**config.mk**
```make
export PLATFORM = sky130hd
export DESIGN_NAME = decoder_scan_nto2n
export DESIGN_NICKNAME = d
export VERILOG_FILES = /design/src/rtl/decoder_scan_nto2n.sv
export SDC_FILE = /design/constraint.sdc
export NUM_CORES = 1
export LEC_CHECK = 0
export BUFFER_PORTS_ARGS = -buffer_cell sky130_fd_sc_hd__buf_2
export CAP_MARGIN = 20
export CORE_UTILIZATION = 59
export CTS_CLUSTER_DIAMETER = 40
export DETAILED_ROUTE_END_ITERATION = 16
export PLACE_DENSITY_LB_ADDON = 0.25
export SYNTH_ARGS = -nofsm -noshare
export SYNTH_HDL_FRONTEND = slang
export SYNTH_SLANG_ARGS = --single-unit
```
**constraint.sdc**
```tcl
create_clock -name clk_i -period 4.2 [get_ports clk_i]
set_input_delay 0.42 -clock clk_i [delete_from_list [all_inputs] [get_ports clk_i]]
set_output_delay 0.42 -clock clk_i [all_outputs]
set_load 0.01 [all_outputs]
```
**src/rtl/decoder_scan_nto2n.sv**
```systemverilog
// decoder_scan_nto2n: registered N-to-2^N one-hot (or one-cold) decoder.
// Direct mode registers the decoded select input. Scan mode sweeps every
// output in turn, once per div_i+1 cycles, to drive multiplexed digit selects.
// Optional feature macro: DECODER_BLANK_EN. It inserts a blanking interval
// after each scan step (all outputs inactive for min(BLANK_CYC, div_i+1)
// cycles). With the macro undefined there is no BLANK state and BLANK_CYC is
// ignored.
module decoder_scan_nto2n #(
  parameter  int SEL_W      = 3,
  parameter  int DIV_W      = 16,
  parameter  int ACTIVE_LOW = 0,
  parameter  int BLANK_CYC  = 4,
  localparam int OUT_W      = 2 ** SEL_W
) (
  input  logic             clk_i,
  input  logic             rst_ni,
  input  logic             en_i,
  input  logic             mode_i,
  input  logic [DIV_W-1:0] div_i,
  input  logic [SEL_W-1:0] signal_i,
  output logic [OUT_W-1:0] signal_o,
  output logic [SEL_W-1:0] index_o,
  output logic             step_o
);

  typedef enum logic [1:0] {
    IDLE,
    DIRECT,
`ifdef DECODER_BLANK_EN
    SCAN,
    BLANK
`else
    SCAN
`endif
  } state_t;

  localparam logic [OUT_W-1:0] INACTIVE = (ACTIVE_LOW != 0) ? '1 : '0;

  if (BLANK_CYC < 0) begin : g_bad_blank_cyc
    $error("BLANK_CYC must be non-negative");
  end

  state_t           state, state_n;
  logic [DIV_W-1:0] counter, counter_n;
  logic [SEL_W-1:0] index_n;
  logic [OUT_W-1:0] signal_n;
  logic             step_n;

  // Active bit for index idx, with every other bit at the inactive level.
  function automatic logic [OUT_W-1:0] decode(input logic [SEL_W-1:0] idx);
    logic [OUT_W-1:0] hot;
    hot      = '0;
    hot[idx] = 1'b1;
    return (ACTIVE_LOW != 0) ? ~hot : hot;
  endfunction

`ifdef DECODER_BLANK_EN
  // Cycles already spent in the current step once this edge has counted,
  // widened so the compare against BLANK_CYC cannot wrap.
  logic [31:0] elapsed;
  assign elapsed = 32'(counter) + 32'd1;
`endif

  // State and output registers; every output is registered.
  always_ff @(posedge clk_i or negedge rst_ni) begin
    if (!rst_ni) begin
      state    <= IDLE;
      counter  <= '0;
      index_o  <= '0;
      signal_o <= INACTIVE;
      step_o   <= 1'b0;
    end else begin
      state    <= state_n;
      counter  <= counter_n;
      index_o  <= index_n;
      signal_o <= signal_n;
      step_o   <= step_n;
    end
  end

  // Next-state and next-output selection from enable, mode and divider.
  always_comb begin
    state_n   = state;
    counter_n = counter;
    index_n   = index_o;
    signal_n  = signal_o;
    step_n    = 1'b0;

    if (!en_i) begin
      state_n  = IDLE;
      signal_n = INACTIVE;
    end else if (!mode_i) begin
      state_n   = DIRECT;
      counter_n = '0;
      index_n   = signal_i;
      signal_n  = decode(signal_i);
    end else if (state == IDLE || state == DIRECT) begin
      // Scan always restarts at index 0 rather than resuming.
      state_n   = SCAN;
      counter_n = '0;
      index_n   = '0;
      signal_n  = decode('0);
    end else if (counter >= div_i) begin
      // Terminal count; also catches div_i lowered below the running count.
      counter_n = '0;
      index_n   = index_o + 1'b1;
      step_n    = 1'b1;
`ifdef DECODER_BLANK_EN
      if (BLANK_CYC == 0) begin
        state_n  = SCAN;
        signal_n = decode(index_n);
      end else begin
        state_n  = BLANK;
        signal_n = INACTIVE;
      end
`else
      state_n  = SCAN;
      signal_n = decode(index_n);
`endif
    end else begin
      counter_n = counter + 1'b1;
`ifdef DECODER_BLANK_EN
      // Blanking runs on the divider itself, so a period shorter than
      // BLANK_CYC simply stays blank until the next step.
      if (state == BLANK) begin
        if (elapsed >= 32'(BLANK_CYC)) begin
          state_n  = SCAN;
          signal_n = decode(index_o);
        end else begin
          signal_n = INACTIVE;
        end
      end else begin
        signal_n = decode(index_o);
      end
`else
      signal_n = decode(index_o);
`endif
    end
  end

endmodule

```
== Word level (Yosys, flattened, before mapping) ==
Cells that the tools add are included.

* Register bits after elaboration: 30
* Word-level logic and storage cells: 47
* Input bits: 23

* Order comparisons: 7
* $add $sub $neg: 2
* Reduce and logical (&&, ||, !) cells: 6
* Eq/ne operators: 3
* Muxes and demuxes: 24

{| class="wikitable"
|+ Operator list
! kind !! count
|-
| $mux W16 || 3
|-
| $mux W8 || 4
|-
| $add A16 B1 Y16 const B || 1
|-
| $ge A16 B16 Y1 || 1
|-
| $lt A3 B4 Y1 const B || 3
|-
| $demux W1 S3 || 3
|-
| $ge A3 B1 Y1 const B || 3
|-
| $mux W3 || 3
|-
| $mux W2 || 4
|-
| $mux W1 || 7
|-
| $ne A4 B2 Y1 const B || 1
|-
| $add A3 B1 Y3 const B || 1
|-
| $logic_and A1 B1 Y1 || 3
|-
| $ne A3 B1 Y1 const B || 1
|-
| $eq A2 B1 Y1 const B || 1
|-
| $logic_not A2 Y1 || 1
|-
| $reduce_and A2 Y1 || 1
|-
| $logic_or A1 B1 Y1 || 1
|}

== Longest topological paths before layout ==
* Depth in word-level cells: 9
* Mapped depth: 11
* Mapped depth without buffers: 8

== Least setup slack after synthesis ==
OpenSTA, ideal clock, no wires.

* Path type: input port to flip-flop
* Start point: input div_i[13]
* End point: register signal_o[5]
* Cell stages on the path: 9
* Data required time: 4.118 ns
* Data arrival time: 2.607 ns
* Library setup time: 0.082 ns
* Setup slack: 1.511 ns
* Path through: inv_1 -> ha_1 -> a21oi_2 -> o21ai_1 -> or4_4 -> or3_1 -> buf_6 -> or4b_1 -> a31oi_1

* Word-level cells in the longest chain between the ends: 5

{| class="wikitable"
|+ RTL lines
! element !! line !! source
|-
| start: declaration || 19 || <nowiki>input logic [DIV_W-1:0] div_i,</nowiki>
|-
| $ge A16 B16 Y1 || 103 || <nowiki>end else if (counter >= div_i) begin</nowiki>
|-
| $mux W8 || 103 ||
|-
| $mux W8 || 97 || <nowiki>end else if (state == IDLE || state == DIRECT) begin</nowiki>
|-
| $mux W8 || 92 || <nowiki>end else if (!mode_i) begin</nowiki>
|-
| $mux W8 || 89 || <nowiki>if (!en_i) begin</nowiki>
|-
| via signal_n[5] || 46 || <nowiki>logic [OUT_W-1:0] signal_n;</nowiki>
|-
| end signal: assignment || 76 || <nowiki>signal_o <= signal_n;</nowiki>
|-
| end: declaration || 21 || <nowiki>output logic [OUT_W-1:0] signal_o,</nowiki>
|}

The timed path passes the listed nets, and every way through them passes these cells.
A chain may end at the register's enable or synchronous reset.

== Worst setup path in the final report ==
* Start point: register counter[13]
* End point: register index_o[0]

* Word-level cells in the longest chain between the ends: 3

{| class="wikitable"
|+ RTL lines
! element !! line !! source
|-
| start: declaration || 44 || <nowiki>logic [DIV_W-1:0] counter, counter_n;</nowiki>
|-
| start signal: assignment || 74 || <nowiki>counter <= counter_n;</nowiki>
|-
| $ge A16 B16 Y1 || 103 ||
|-
| $ne A3 B1 Y1 (no source line) || - ||
|-
| $reduce_and A2 Y1 (no source line) || - ||
|-
| end signal: assignment || 75 || <nowiki>index_o <= index_n;</nowiki>
|-
| end: declaration || 22 || <nowiki>output logic [SEL_W-1:0] index_o,</nowiki>
|}

Every way passes these cells.

==> results_dict.tcl <==
set metrics [dict create \
    vias_per_cell 5.52 \
    cts_buffer_depth 2 \
    max-vdd-ir-drop_uv 154 \
    synthSimpleGateAreaFrac 0.249 \
    power.density_nw_per_um2 310 \
    dr.pass1.iters 4 \
    nNetsFinal 286 \
    postSynthCellCount 214 \
    n_antenna_cell 0 \
    postCtsSetupBuffers 0 \
    syn_area_um2 1890 \
    synth.most_common_cell "dfrtp_1" \
    seq_power_share 0.441 \
    yosys-top-cells-area "dfrtp_1 (38%), ha_1 (12%), xor2_1 (6.5%), nor2_1 (4.4%), inv_1 (3.6%)" \
    synth_compound_area_frac 0.102 \
    cp_slowest_cell "or3_1" \
    tns_ns 0 \
    critPathKind "flop to flop" \
    place.port_buffers 34 \
    die_height_um 58.6 \
    drive_gt1_frac 0.183 \
    critical_path_required_ns 4.48 \
    critPathCaptureType "flop" \
    synth-seq-cells 29 \
    cts_resized 0 \
    synth_edf_count 0 \
    p_sw_uw 169 \
    synth_top_area_frac 0.383 \
    grt_pass1_wl_um 6470 \
    cts_buffers 5 \
    cts_max_level 2 \
    yosysWarnings 0 \
    cts.clk_slew.worst_paths_ns 0.10 \
    slew_viol_final 0 \
    synth_cell_types 42 \
    placed_area_um2 2070 \
    p_comb_frac 0.133 \
    synth-async-reset-ratio 1.00 \
    groute.usage.overall 0.254 \
    synth_top_family_by_area "simple AND/OR/NAND/NOR gates" \
    reg2reg_depth 7 \
    postSynthAreaPerCell_um2 8.85 \
    dp_cells 282 \
    grt_max_degree 30 \
    drc_errors 0 \
    rows 20 \
    synthTopCellsByCount "dfrtp_1 (29), nor2_1 (22), ha_1 (18), inv_1 (18), nand2_1 (17)" \
    internal_power_uw 506 \
    finalSetupViolations 0 \
    reg2reg_setup_slack_ns 1.11 \
    relSlewSlack 0.588 \
    rsz0062_at_grt "no" \
    max_stage_delay_ns 0.56 \
    r2r-end "index_o[0]" \
    post-place-ws_ns 1.02 \
    setup_slack_ns 1.11 \
    crit_fanout 18 \
    die_w_um 58.6 \
    die_area_um2 3440 \
    gr-total-overflow 0 \
    status "completed" \
    hp-class "input port to async pin" \
    worstPathArrival_ns 3.37 \
    wl_per_cell_um 13.1 \
    cellLeakagePower_nw 1.10 \
    crit_start "counter[13]" \
    cts-root-buf "clkbuf_4" \
    core_um2 3050 \
    synth_fa_ha_area_frac 0.119 \
    cts_tree "yes" \
    gp_congestion 0.886 \
    area_growth_syn_to_layout_pct 14.9 \
    fmax_mhz 323 \
    antenna_found_initial 0 \
    grt_pass1_vias 1442 \
    swShare 0.251 \
    initial_utilization 0.620 \
    tightest_slew_ns 0.618 \
    io_pins 35 \
    critPathCapture "index_o[0]" \
    syn_nets 255 \
    final_cells 290 \
    hold_viol_final 0 \
    design_area_um2 2170 \
    wl_um 3800 \
    rr_startpoint "counter[13]" \
    final_antenna_net_count 0 \
    synth.area.mux_share 0.0159 \
    synth-xor-area-share 0.0694 \
    clk_latency_ns 0.33 \
    ys_seq_area_frac 0.383 \
    clockPowerShare 0.426 \
    cts-hold-fix-buffers 0 \
    clock_sinks 29 \
    ys.flop_type "dfrtp_1" \
    period_share 0.737 \
    cp_cell_sequence "ha_1 > nand4_1 > or2_2 > nor4_1 > or3_1 > o21a_1 > o32a_1" \
    yosys.area.top_type "dfrtp_1" \
    maxCapViolations 0 \
    min_period_ns 3.09 \
    hpwl_um 2820 \
    fin_skew_ns 0.00927 \
    critical_path.startpoint_type "flop" \
    drt_iter0_markers 40 \
    num_vias 1600 \
]
[flip-flops by register name (all words and copies together) (netlist names)]
name,flops
counter,16
signal_o,8
index_o,3
state,1
step_o,1
[per-stage QoR]
stage	hold slack (ns)	power [mW]	utilization
global route	0.144	0.700	0.712
CTS	0.105	0.677	0.712
finish	0.0934	0.675	0.712
detailed placement	0.472	0.392	0.679
floorplan	0.124	0.358	-
global placement	0.474	0.391	0.679
[worst max-delay path, delay by kind of cell, from the launching register on]
family | cells | cell delay, ns
AO/OA/AOI/OAI | 2 | 0.82
adder cells (fa/ha/maj) | 1 | 0.34
flip-flops | 1 | 0.43
AND/OR/NAND/NOR | 4 | 1.46
[layer usage]
metal  track usage  share of wire  vias to the layer above
li1              -              -                      817
met1         0.343           0.46                      721
met2         0.412           0.47                       55
met3        0.0396          0.052                        7
met4         0.102          0.014                        0
met5             0              0                        -
[worst min path at each step]
stage	slack, ns	to	from	cells past startpoint
2_1_floorplan	0.12	counter[0]	rst_ni	0
4_1_cts	0.11	counter[7]	rst_ni	1
6_report	0.09	counter[7]	rst_ni	1
5_1_grt	0.14	counter[5]	rst_ni	1
3_3_place_gp	0.47	counter[10]	rst_ni	1
3_5_place_dp	0.47	counter[10]	rst_ni	1
[cells by family (layout without fill, tap and decap cells)]
group	after synthesis	in the layout
AO/OA/AOI/OAI	29	29
adder cells (fa/ha/maj)	18	18
buffers and inverters	29	61
XOR/XNOR	15	15
flip-flops	29	29
multiplexers	3	3
AND/OR/NAND/NOR	91	91
[placed cells by master (no fill, tap or decap), types with 5 or more instances in the layout]
cell type and count:
nand3_1 12, nor3_1 5, inv_1 18, nand4_1 6, nand2_1 17, ha_1 18
a21oi_1 6, clkbuf_4 5, xor2_1 14, dfrtp_1 29, and3_1 6, buf_2 34
nor2_1 22
[area by class of cell]
cell class                 count  area, um^2
inverter                      19        71.3
timing repair buffer          34         170
multi-input combinational    156        1050
clock buffer                   5        37.5
clock inverter                 3        65.1
tap                           44        55.1
fill                         258         878
sequential                    29         726
[power groups by stage]
stage          clock network [mW]  logic [mW]  registers, mW
4_1_cts                     0.290      0.0895          0.297
5_1_grt                     0.300       0.101          0.299
2_1_floorplan                   0      0.0585          0.300
6_report                    0.288      0.0897          0.298
3_5_place_dp                    0      0.0888          0.303
3_3_place_gp                    0      0.0880          0.303
No activity file was read; power rests on OpenSTA's default activity.
